### config.mk
export PLATFORM = sky130hd
export DESIGN_NAME = rv_fetch_queue
export DESIGN_NICKNAME = d
export VERILOG_FILES = /design/src/rtl/rv_fetch_queue.sv
export SDC_FILE = /design/constraint.sdc
export NUM_CORES = 1
export LEC_CHECK = 0
export BUFFER_PORTS_ARGS = -buffer_cell sky130_fd_sc_hd__buf_2
export CAP_MARGIN = 25
export CORE_ASPECT_RATIO = 1.5
export CORE_MARGIN = 3
export CORE_UTILIZATION = 34
export CTS_CLUSTER_SIZE = 24
export DETAILED_ROUTE_END_ITERATION = 16
export PLACE_DENSITY = 0.51
export SYNTH_ARGS = -nofsm -noshare
export SYNTH_HDL_FRONTEND = slang
export SYNTH_SLANG_ARGS = --single-unit
### constraint.sdc
create_clock -name i_clk -period 4.1 [get_ports i_clk]
set_input_delay 0.41 -clock i_clk [delete_from_list [all_inputs] [get_ports i_clk]]
set_output_delay 0.41 -clock i_clk [all_outputs]
set_load 0.05 [all_outputs]
### src/rtl/rv_fetch_queue.sv
// rv_fetch_queue: instruction-fetch front end for FlexRV32.
// Issues word-aligned bus reads, buffers returned words in a small queue and
// presents one aligned (optionally compressed) instruction per cycle to decode.
module rv_fetch_queue #(
  parameter logic [31:0] RESET_ADDR  = 32'h0000_0000,
  parameter int          DEPTH       = 4,
  parameter bit          EXTENSION_C = 1'b1
) (
  input  logic        i_clk,
  input  logic        i_reset,
  input  logic        i_pc_select,
  input  logic [31:0] i_pc_target,
  input  logic        i_decode_ready,
  input  logic [31:0] i_instruction,
  input  logic        i_ack,
  output logic        o_cyc,
  output logic [31:0] o_addr,
  output logic        o_ready,
  output logic [31:0] o_pc,
  output logic [31:0] o_instruction,
  output logic        o_compressed
);

  localparam int PW = $clog2(DEPTH);
  localparam int CW = PW + 1;

  logic [31:0]   mem [DEPTH];
  logic [PW-1:0] rd_ptr;
  logic [PW-1:0] wr_ptr;
  logic [CW-1:0] count;
  logic [31:0]   fetch_pc;
  logic [31:0]   head_pc;
  logic          hoff;

  logic [31:0]   word0;
  logic [15:0]   word1_lo;
  logic [15:0]   half;
  logic          is32;
  logic          have;
  logic          push;
  logic          consume;
  logic          pop;

  // Head word and the low half of the word behind it (used when a 32-bit
  // instruction straddles the word boundary).
  assign word0    = mem[rd_ptr];
  assign word1_lo = mem[rd_ptr + PW'(1)][15:0];

  // Decode instruction length, validity and the presented instruction.
  always_comb begin
    half          = hoff ? word0[31:16] : word0[15:0];
    is32          = !EXTENSION_C || (half[1:0] == 2'b11);
    have          = (is32 && hoff) ? (count >= CW'(2)) : (count >= CW'(1));
    o_cyc         = !i_reset && !i_pc_select && (count < CW'(DEPTH));
    o_addr        = fetch_pc;
    o_pc          = head_pc;
    o_ready       = have && !i_pc_select && !i_reset;
    o_compressed  = 1'b0;
    o_instruction = 32'h0;
    if (o_ready) begin
      o_compressed = !is32;
      if (!is32)
        o_instruction = {16'h0, half};
      else if (hoff)
        o_instruction = {word1_lo, word0[31:16]};
      else
        o_instruction = word0;
    end
    push    = o_cyc && i_ack;
    consume = o_ready && i_decode_ready;
    // Only a 16-bit instruction in the lower half leaves the head word in place.
    pop     = consume && (is32 || hoff);
  end

  // Queue storage: written at the write pointer on every accepted bus word.
  always_ff @(posedge i_clk) begin
    if (push)
      mem[wr_ptr] <= i_instruction;
  end

  // Pointers, occupancy, fetch address and head tracking; redirect wins.
  always_ff @(posedge i_clk or posedge i_reset) begin
    if (i_reset) begin
      rd_ptr   <= '0;
      wr_ptr   <= '0;
      count    <= '0;
      hoff     <= 1'b0;
      fetch_pc <= RESET_ADDR;
      head_pc  <= RESET_ADDR;
    end else if (i_pc_select) begin
      rd_ptr   <= '0;
      wr_ptr   <= '0;
      count    <= '0;
      hoff     <= EXTENSION_C ? i_pc_target[1] : 1'b0;
      fetch_pc <= {i_pc_target[31:2], 2'b00};
      head_pc  <= i_pc_target;
    end else begin
      if (push) begin
        wr_ptr   <= wr_ptr + PW'(1);
        fetch_pc <= fetch_pc + 32'd4;
      end
      if (pop)
        rd_ptr <= rd_ptr + PW'(1);
      if (push && !pop)
        count <= count + CW'(1);
      else if (pop && !push)
        count <= count - CW'(1);
      if (consume) begin
        head_pc <= head_pc + (is32 ? 32'd4 : 32'd2);
        if (!is32)
          hoff <= !hoff;
      end
    end
  end

endmodule

==> flow_summary_export.csv <==
group,metric,value,unit
cts,clkTransAtPathRegs,0.08,ns
cts,hold_buffers,0,
critical_path,worstPathArrival,3.32,ns
synthesis,synth-async-reset-ratio,35.4,%
cts,clkLatencyLatePin,0.45,ns
synthesis,synth_cell_type_count,56,
route,via_per_inst,5.48,
timing,period_needed,3.73,ns
critical_path,cp-start-kind,"register",
pwr,p_int,3.35,mW
timing,setup_ws,0.372,ns
route,dr.first_iter.drc_count,438,
critical_path,cp_max_fo,16,
critical_path,critPathKind,"reg -> out",
min_path,min_path_type,"in -> async",
grt,grt_usage,17.9,%
grt,grt_max_degree,71,
timing,hold_viol,0,
timing,fin_crit_sh,90.9,%
timing,fin_tns_setup,0,ns
floorplanning,chipWidth,143,um
timing,maxSlewViolCount,0,
placed_design,hpwl,18.5,mm
layout,layout_common_cells,"165 x buf_2, 128 x edfxtp_1, 125 x nand2_1",
timing,worstMarginPinSlew,0.974,ns
placed_design,io_buffers,165,
pwr,netSwitchingPower,1.62,mW
placed_design,gp_congestion,0.791,
layout,drive_gt1_share,30.5,%
critical_path,worst-path-buf-inv,2,
timing,fin_worst_skew,0.0149,ns
layout,multiInputGateArea,3750,um2
grt,first_global_vias,7104,
cts,cts.htree.levels,4,
route,m1WireLength,10.4,mm
layout,fin_nets,989,
grt,grt_pass1_wl,41.3,mm
synthesis,synthCells,754,
pwr,p_leak,4.30,nW
pwr,pwr-share-comb,18.3,%
cts,cts_tree,"done",
critical_path,crit_required,3.69,ns
grt,antenna_found_initial,1,
synthesis,syn_area,9610,um2
placed_design,pre_cts_ws,0.608,ns
cts,cts_sinks,198,
synthesis,seq_area_frac_synth,58.2,%
timing,rsz0062_at_grt,"no",
route,highest_layer,"met5",
pwr,switching_share,32.5,%
cts,post_cts_buffers,0,
floorplanning,fp.dieH,212,um
floorplanning,core-area,27500,um2
route,wl_per_cell,21.2,um
floorplanning,initial_core_util,35.0,%
pwr,clkPwrFrac,34.9,%
critical_path,path_cells,"mux4_2, nand4_2, nand4_1, inv_1, nand2_1, a21oi_1, buf_2",
cts,clockBufferDepth,2,
timing,timing.fmax,268,MHz
outcome,outcome,"complete, no violations",
route,num_vias,6936,
grt,overflow,0,
route,met3_length,1.92,mm
pwr,max-vdd-ir-drop,346,uV
layout,regArea,5600,um2
floorplanning,core.rowCount,74,
synthesis,synth_edf_count,128,
layout,fillCellCount,2611,
route,drc,0,
synthesis,synth.avg_cell_area,12.7,um2
layout,area_growth,18.8,%
route,dr.pass1.iters,5,
synthesis,ys_ff_latch,198,
cts,cts_resized,0,
job,drv_cap,0,
critical_path,crit_family,"simple AND/OR/NAND/NOR gates",
cts,root_buffer,"clkbuf_16",
cts,numCtsBuffers,17,
timing,slew_headroom,35.0,%
synthesis,ys_warn_count,0,
synthesis,synth_flop_cell,"edfxtp_1",
layout,final_common_cell,"buf_2",
route,drt_wl_total,26.8,mm
timing,setup_violations,0,
pwr,seqPwrFrac,46.8,%
pwr,power.density,435,nW/um2
route,ant_nets,0,
floorplanning,die-area,30400,um2
critical_path,max_stage_delay,0.68,ns
critical_path,cp-end-kind,"primary output",
critical_path,cp_slowest_cell,"dfrtp_2",
route,routed-wl-met2,13.9,mm
floorplanning,io_pins,168,
stage by stage:
| step | instances | util (%) | hold slack [ns] | instance area [um2] | power (mW) |
|---|---|---|---|---|---|
| after CTS | 1263 | 41.4 | 0.143 | 11400 | 5.02 |
| after floorplan | 755 | - | 0.509 | 9620 | 3.00 |
| after detailed placement | 1231 | 39.2 | 0.499 | 10800 | 3.28 |
| after global placement | 1231 | 39.2 | 0.493 | 10800 | 3.28 |
| after global routing | 1264 | 41.5 | 0.106 | 11400 | 5.18 |
| final | 1265 | 41.5 | 0.0995 | 11400 | 4.97 |
power groups by stage:
stage          Clock (mW)  Sequential, mW  Combinational [mW]
3_3_place_gp            0            2.36               0.914
3_5_place_dp            0            2.37               0.915
5_1_grt              1.86            2.34               0.984
2_1_floorplan           0            2.56               0.437
6_report             1.74            2.32               0.911
4_1_cts              1.78            2.32               0.918
state kept, by name, summed over array words and instances (netlist names):
signal  count
rd_ptr      2
mem       128
o_pc       32
o_addr     30
wr_ptr      2
count       3
hoff        1
worst paths after layout:
check                            startpoint                end  slack (ns)  cells after the start
setup reg to reg                  rd_ptr[0]           o_pc[26]        0.65                     11
hold / removal                      i_reset          rd_ptr[0]         0.1                      3
hold reg to reg                     o_pc[0]            o_pc[0]        0.51                      1
setup / recovery                  rd_ptr[0]  o_instruction[24]        0.37                      7
max in group asynchronous           i_reset         o_addr[21]        3.47                      4
min in group i_clk         i_instruction[4]          mem[3][4]        0.17                      1
synthesized netlist by cell type (all sizes together) (2+ instances only):
cell      n  area, um2
a31oi     9       56.3
xnor2     5       43.8
o211ai   20        150
xor2     15        131
or4       5       37.5
clkinv    2       7.51
and2      8       50.1
clkbuf   25       93.8
and3     17        111
nand4    22        165
a31o      2       17.5
mux4     48       1080
nor3      9       50.1
and4      4       35.0
nor4      2       18.8
or3       7       43.8
a21oi    45        233
o21a      3       22.5
o31a      3       26.3
nand2b    4       25.0
dfrtp    70       1750
o311ai   24        210
o31ai     5       70.1
ha       11        138
o21ai    33        165
nand2   126        475
o211a     4       40.0
edfxtp  128       3840
nand3    32        160
nor2     18       67.6
inv      16       60.1
buf      20        119
layer usage:
| layer | vias to the layer above | track usage, % |
|---|---|---|
| met3 | 27 | 4.84 |
| met2 | 227 | 30.8 |
| met1 | 3452 | 21.6 |
| met4 | 2 | 6.11 |
| met5 | - | 0 |
| li1 | 3228 | - |
tightest hold or removal path, cell delays in order:
cell and delay (ns):
buf_2 0.20, clkinvlp_4 0.12, buf_4 0.15
logic make-up after synthesis:
group / Yosys count / share of synthesized area (%)
compound gates: 156 / 11.1
xor+xnor: 20 / 1.82
fa+ha+maj: 11 / 1.43
buf+inv: 63 / 2.92
flops: 198 / 58.2
mux: 50 / 11.5
other cells: 1 / 0.0390
simple gates: 255 / 13.0
cell type report:
class / count / share of cell area, %
clock buffer: 17 / 3.72
inverter: 18 / 0.624
timing repair buffer: 180 / 8.39
multi-input combinational: 494 / 32.8
clock inverter: 15 / 1.69
tap: 342 / 3.75
antenna: 1 / 0.0219
sequential: 198 / 49.0
Power figures use the tool's default switching activity.
